File: src/rtl/snn_sched_pkg.sv
// Shared constants and helpers for the multi-channel AER event scheduler.
package snn_sched_pkg;

  localparam int   EVT_WIDTH_DEF = 12;
  localparam logic ARB_FIXED     = 1'b0;
  localparam logic ARB_RR        = 1'b1;

  function automatic int clog2(input int n);
    int r;
    r = 0;
    for (int i = 0; i < 31; i++)
      if ((1 << i) < n) r = i + 1;
    return r;
  endfunction

endpackage

File: src/rtl/sched_fifo.sv
// Per-channel event FIFO. Pointers carry one extra wrap bit so that full and
// empty are distinguishable without an occupancy counter.
module sched_fifo #(
  parameter int WIDTH      = 12,
  parameter int DEPTH      = 8,
  parameter int DEPTH_ADDR = 3
) (
  input  logic             clk,
  input  logic             rst,
  input  logic             push,
  input  logic             pop,
  input  logic [WIDTH-1:0] data_in,
  output logic             empty,
  output logic             full,
  output logic [WIDTH-1:0] data_out
);

  logic [WIDTH-1:0]    mem [DEPTH];
  logic [DEPTH_ADDR:0] wr_ptr, rd_ptr;
  logic                do_push, do_pop;

  assign empty    = (wr_ptr == rd_ptr);
  assign full     = (wr_ptr[DEPTH_ADDR] != rd_ptr[DEPTH_ADDR]) &&
                    (wr_ptr[DEPTH_ADDR-1:0] == rd_ptr[DEPTH_ADDR-1:0]);
  // A push into a full FIFO is lost even if a pop frees a slot this cycle.
  assign do_push  = push && !full;
  assign do_pop   = pop && !empty;
  assign data_out = mem[rd_ptr[DEPTH_ADDR-1:0]];

  always_ff @(posedge clk) begin
    if (rst) begin
      wr_ptr <= '0;
      rd_ptr <= '0;
    end else begin
      if (do_push) wr_ptr <= wr_ptr + 1'b1;
      if (do_pop)  rd_ptr <= rd_ptr + 1'b1;
    end
  end

  always_ff @(posedge clk) begin
    if (do_push) mem[wr_ptr[DEPTH_ADDR-1:0]] <= data_in;
  end

endmodule

File: src/rtl/event_scheduler_mc.sv
// Multi-channel AER event scheduler: per-channel FIFOs arbitrated into one
// show-ahead output register. Optional overflow counters: SCHED_STATS_EN.
module event_scheduler_mc
  import snn_sched_pkg::*;
#(
  parameter int NUM_CH     = 2,
  parameter int EVT_WIDTH  = EVT_WIDTH_DEF,
  parameter int FIFO_DEPTH = 8,
  parameter int FIFO_AW    = 3,
  parameter int CH_W       = (NUM_CH > 1) ? clog2(NUM_CH) : 1,
  parameter int CNT_W      = 16
) (
  input  logic                        CLK,
  input  logic                        RST,
  input  logic [NUM_CH-1:0]           EVT_PUSH,
  input  logic [NUM_CH*EVT_WIDTH-1:0] EVT_DATA,
  output logic [NUM_CH-1:0]           SCHED_FULL,
  input  logic                        CTRL_SCHED_POP_N,
  output logic                        SCHED_EMPTY,
  output logic [EVT_WIDTH-1:0]        SCHED_DATA_OUT,
  output logic [CH_W-1:0]             SCHED_CH,
  input  logic                        SPI_OPEN_LOOP,
  input  logic                        SPI_ARB_RR
`ifdef SCHED_STATS_EN
  ,
  output logic [NUM_CH*CNT_W-1:0]     SCHED_OVF_CNT
`endif
);

  logic [1:0]                           open_sync, arb_sync;
  logic [NUM_CH-1:0]                    push_req, fifo_pop, fifo_empty, fifo_full;
  logic [NUM_CH-1:0][EVT_WIDTH-1:0]     fifo_dout;
  logic [CH_W-1:0]                      rr_ptr, grant;
  logic                                 grant_vld, pop, load, rr_mode;

  always_ff @(posedge CLK) begin
    if (RST) begin
      open_sync <= '0;
      arb_sync  <= '0;
    end else begin
      open_sync <= {open_sync[0], SPI_OPEN_LOOP};
      arb_sync  <= {arb_sync[0], SPI_ARB_RR};
    end
  end

  assign rr_mode = (arb_sync[1] == ARB_RR);

  for (genvar i = 0; i < NUM_CH; i++) begin : g_ch
    // ch0 carries loopback spikes, which are discarded during open-loop runs.
    assign push_req[i] = EVT_PUSH[i] && !((i == 0) && open_sync[1]);
    assign fifo_pop[i] = load && (grant == CH_W'(i));

    sched_fifo #(
      .WIDTH      (EVT_WIDTH),
      .DEPTH      (FIFO_DEPTH),
      .DEPTH_ADDR (FIFO_AW)
    ) u_fifo (
      .clk      (CLK),
      .rst      (RST),
      .push     (push_req[i]),
      .pop      (fifo_pop[i]),
      .data_in  (EVT_DATA[i*EVT_WIDTH +: EVT_WIDTH]),
      .empty    (fifo_empty[i]),
      .full     (fifo_full[i]),
      .data_out (fifo_dout[i])
    );
  end

  assign SCHED_FULL = fifo_full;

  always_comb begin
    grant     = '0;
    grant_vld = 1'b0;
    if (rr_mode) begin
      for (int k = 0; k < NUM_CH; k++) begin
        if (!grant_vld && !fifo_empty[(int'(rr_ptr) + k) % NUM_CH]) begin
          grant     = CH_W'((int'(rr_ptr) + k) % NUM_CH);
          grant_vld = 1'b1;
        end
      end
    end else begin
      // Descending scan so the lowest non-empty index wins.
      for (int k = NUM_CH - 1; k >= 0; k--) begin
        if (!fifo_empty[k]) begin
          grant     = CH_W'(k);
          grant_vld = 1'b1;
        end
      end
    end
  end

  assign pop  = !CTRL_SCHED_POP_N && !SCHED_EMPTY;
  assign load = (SCHED_EMPTY || pop) && grant_vld;

  always_ff @(posedge CLK) begin
    if (RST) begin
      SCHED_EMPTY    <= 1'b1;
      SCHED_DATA_OUT <= '0;
      SCHED_CH       <= '0;
      rr_ptr         <= '0;
    end else if (load) begin
      SCHED_EMPTY    <= 1'b0;
      SCHED_DATA_OUT <= fifo_dout[grant];
      SCHED_CH       <= grant;
      rr_ptr         <= (int'(grant) == NUM_CH - 1) ? '0 : grant + 1'b1;
    end else if (pop) begin
      SCHED_EMPTY    <= 1'b1;
    end
  end

`ifdef SCHED_STATS_EN
  logic [NUM_CH-1:0][CNT_W-1:0] ovf_cnt;

  // Open-loop discards never reach a FIFO, so they are not counted as drops.
  always_ff @(posedge CLK) begin
    if (RST) begin
      ovf_cnt <= '0;
    end else begin
      for (int i = 0; i < NUM_CH; i++)
        if (push_req[i] && fifo_full[i] && (ovf_cnt[i] != '1))
          ovf_cnt[i] <= ovf_cnt[i] + 1'b1;
    end
  end

  assign SCHED_OVF_CNT = ovf_cnt;
`endif

endmodule

File: config.mk
export PLATFORM = sky130hd
export DESIGN_NAME = event_scheduler_mc
export DESIGN_NICKNAME = d
export VERILOG_FILES = /design/src/rtl/snn_sched_pkg.sv /design/src/rtl/sched_fifo.sv /design/src/rtl/event_scheduler_mc.sv
export SDC_FILE = /design/constraint.sdc
export NUM_CORES = 1
export LEC_CHECK = 0
export CORE_UTILIZATION = 54
export DETAILED_ROUTE_END_ITERATION = 10
export PLACE_DENSITY_LB_ADDON = 0.3
export SLEW_MARGIN = 20
export SYNTH_ARGS = -nofsm -noshare
export SYNTH_HDL_FRONTEND = slang
export SYNTH_SLANG_ARGS = --single-unit
File: constraint.sdc
create_clock -name CLK -period 2.85 [get_ports CLK]
set_clock_uncertainty 0.2 [all_clocks]
set_input_delay 0.57 -clock CLK [delete_from_list [all_inputs] [get_ports CLK]]
set_output_delay 0.57 -clock CLK [all_outputs]
set_load 0.01 [all_outputs]
==> metrics.md <==
| Metric | Value |
|---|---|
| Initial antenna violation count | 0 |
| Vias | slightly below 5000 |
| Async SR Flop Fraction | 0% |
| GRT overflow | 0 |
| Setup slack after layout | roughly 400 ps |
| Ant. Diodes | 0 |
| Max Fanout on Critical Path | 5 |
| GR Util met3 | under 10% |
| I/O pin count | between 40 and 50 |
| 1st-pass router iterations | 5 |
| Final Non-Filler Cells | 835 |
| Leakage | around 3.6 nW |
| Sequential power share | roughly 44% |
| Mapped Cells | around 520 |
| Cells after DPL | ~790 |
| Max stage delay on crit path | ~360 ps |
| # rows | between 40 and 50 |
| Switching pwr | about 2.4 mW |
| Cells along the critical path | xor2_2 -> nor4_2 -> dlymetal6s2s_1 |
| Hold Path Depth | 1 |
| Register area share after synthesis | a little over two thirds |
| DP Wirelength | around 12000 µm |
| Worst Path Arrival | 1680 ps |
| Area occupied by multi-input gates | around 2700 µm² |
| # Max-Cap Violations | 0 |
| H-tree levels | 1 |
| Buffers on Ports | between 40 and 50 |
| Outcome | complete, no violations |
| Vias in the first global route | 5037 |
| Post-layout net count | 627 |
| Switching Fraction | between 20% and 30% |
| Avg Synthesized Cell Area | ~18 µm² |
| Worst r2r dst | g_ch[1].u_fifo.mem[0][7] |
| PD cells | 819 nW/µm² |
| Met1 Use GR | a little over a quarter |
| Post-cts hold buffer count | 0 |
| Type of origin of the critical path | flip-flop |
| Fin. max-slew vios | 0 |
| Clock transition at the registers of the reported paths | approximately 60 ps |
| Comb power frac | between 20% and 30% |
| CP endpoint kind | output port |
| First-pass GRT wire length | between 20000 and 30000 µm |
| Largest net degree at the start of global routing | 43 |
| Core area | between 15000 and 20000 µm² |
| Global Route met2 Usage | between 30% and 40% |
| Post-CTS Setup Inserts | 0 |
| Clock power frac | 34.7% |
| Die ar. | 18000 µm² |
| Worst setup path class | flip-flop to output port |
| DRC violations left | 0 |
| CTS tree | yes |
| Initial Util | between 50% and 60% |
| Distinct cells, synth | 45 |
| Register area | roughly 6600 µm² |
| Layout cells sized above 1 | between 20 and 30% |
| GP Congestion | 0.764 |
| Synth-to-layout area growth | 17.5% |
| Root Buffer | clkbuf_16 |
| Worst Path Required | ~2100 ps |
| Final period util | between 80% and 90% |
| Dpl ws | approximately 220 ps |
| Syn_nets | 557 |
| Layout fillers | roughly 1200 |
| Tmin final | between 2000 and 2500 ps |
| Via density per instance | around 5.9 |
| Slowest-stage cell, CP | dfxtp_2 |
| Min-Delay Endpoint | open_sync[1] |
| Routed Antenna Nets | 0 |
| FMAX | just over 0.4 GHz |
| Cts bufs inserted | 24 |
| CTS sink count | approximately 230 |
| FF+latch count, synth | 233 |
| DR WL/cell | around 22 µm |
| Clock latency on the worst-skew pair | 520 ps |
| Primary FF master, synth | edfxtp_1 |
| Worst Max-Slew Pin Slew | approximately 720 ps |
| Initial DRC count | 386 |
| Worst r2r path cells | 5 |
| Tot GR Track Use | roughly a fifth |
| Die W | 134 µm |
| RSZ-0062 raised after global routing | false |
| Clock buffer depth | 3 |
| Hold_sp | open_sync[0] |
| Final setup vio count | 0 |
| Slew headroom | 52.0% |
| Flop2flop setup slack | between 600 and 700 ps |
| Worst r2r src | g_ch[1].u_fifo.rd_ptr[0] |
| Mapped Area | ~9500 µm² |
| Chip height | between 100 and 150 µm |
| Number of synthesized flops with an enable pin | between 150 and 200 |
| Total wire length | approximately 18000 µm |
| Gr busiest metal | met2 |
| Hold WS | between 200 and 250 ps |
| Design internal power | 6.71 mW |
| Warnings, synthesis | 0 |
| Hold Violations, Final | 0 |
| Worst IR Drop VDD | 0.525 mV |
| Hold/Removal Path Class | flip-flop to flip-flop |
cell families (layout without fill, tap and decap cells):
family	after synthesis	count (layout)	synth area share [%]
AOI/OAI and AO/OA	51	51	4.74
adders and majority gates	4	4	0.529
DFF	233	233	69.6
and+or+nand+nor	94	94	5.40
muxes	79	79	15.1
buffers and inverters	45	133	2.37
xor gates and xnor gates	16	16	2.24
sequential cells by signal (all words and copies together) (netlist names), named ones only:
register / count
g_ch.u_fifo.wr_ptr: 8
SCHED_CH: 1
SCHED_DATA_OUT: 12
g_ch.u_fifo.rd_ptr: 8
open_sync: 2
SCHED_EMPTY: 1
rr_ptr: 1
g_ch.u_fifo.mem: 192
arb_sync: 2
power groups by stage:
stage / Clock, mW / Sequential, mW / Combinational, mW
floorplan: 0 / 4.06 / 1.41
global placement: 0 / 4.07 / 1.90
detailed placement: 0 / 4.08 / 1.93
CTS: 3.22 / 4.01 / 1.95
global route: 3.34 / 4.03 / 2.09
finish: 3.16 / 4.01 / 1.93
layout by cell type, fill, tap and decap left out, types with 5 or more instances in the layout:
cell               n
a21oi_1           16
buf_4             27
clkbuf_16         25
clkdlybuf4s50_1   44
clkinv_2           6
dfxtp_1           31
dfxtp_2            7
edfxtp_1         192
inv_1             15
mux2_2            26
mux4_2            48
nand2_1            9
nand2b_1           5
nand3_1            7
nand4_1           26
nor2_1            18
nor2b_1           10
o21ai_0            7
o311ai_1          12
or3_1              6
xnor2_1            6
xor2_2             5
synth_stat cells, types with 7 or more instances:
cell        n  area (µm²)
nand4_1    26         163
nor2_1     18        67.6
buf_4       7        52.6
a21oi_1    16        80.1
o21ai_0     7        35.0
inv_1      15        56.3
mux2_2     26         293
clkbuf_1    7        26.3
nand3_1     7        35.0
nor2b_1    10        62.6
o311ai_1   12         105
buf_2      11        55.1
edfxtp_1  192        5770
mux4_2     48        1080
nand2_1     9        33.8
dfxtp_1    41         821
layout make-up:
cell class / count / area share (%)
inverter: 15 / 0.507
clock buffer: 31 / 6.19
clock inverter: 13 / 1.14
tap: 225 / 2.53
multi-input combinational: 244 / 24.0
timing repair buffer: 74 / 6.19
sequential: 233 / 59.5
worst max path at each step:
| stage | startpoint | to | slack [ps] |
|---|---|---|---|
| 6_report | g_ch[1].u_fifo.rd_ptr[2] | SCHED_FULL[1] | 400 |
| 5_1_grt | g_ch[1].u_fifo.rd_ptr[2] | SCHED_FULL[1] | 350 |
| 4_1_cts | g_ch[1].u_fifo.rd_ptr[2] | SCHED_FULL[1] | -30 |
| 3_5_place_dp | CTRL_SCHED_POP_N | g_ch[1].u_fifo.rd_ptr[2] | 220 |
| 3_3_place_gp | CTRL_SCHED_POP_N | flip-flop | 270 |
| 2_1_floorplan | g_ch[1].u_fifo.wr_ptr[1] | g_ch[1].u_fifo.mem[0][0] | 130 |
layer usage:
metal  vias to the layer above  part of all wire, %
met3                        40                  5.7
met4                         0                  2.7
met2                       161                   51
met5                         -                    0
met1                      2496                   40
li1                       2242                    -
worst max-delay path: cells and delay by family (launching register included):
kind	cells	cell delay, ps
XOR/XNOR	1	240
buffers and inverters	1	210
flip-flops	1	360
AND/OR/NAND/NOR	1	350
through the flow:
stage / power, mW / setup TNS [ps] / utilization [%] / instance area, µm²
floorplan: 5.47 / 0 / - / 9460
global placement: 5.97 / 0 / 59.8 / 10300
detailed placement: 6.01 / 0 / 59.8 / 10300
CTS: 9.17 / -26.9 / 64.6 / 11100
global route: 9.45 / 0 / 64.7 / 11100
finish: 9.11 / 0 / 64.7 / 11100
timing repair:
| action | CTS | global route |
|---|---|---|
| pin swaps | 0 | 0 |
| setup endpoints to repair | 2 | 2 |
| resized for setup | 10 | 6 |
No activity file was read; power rests on OpenSTA's default activity.
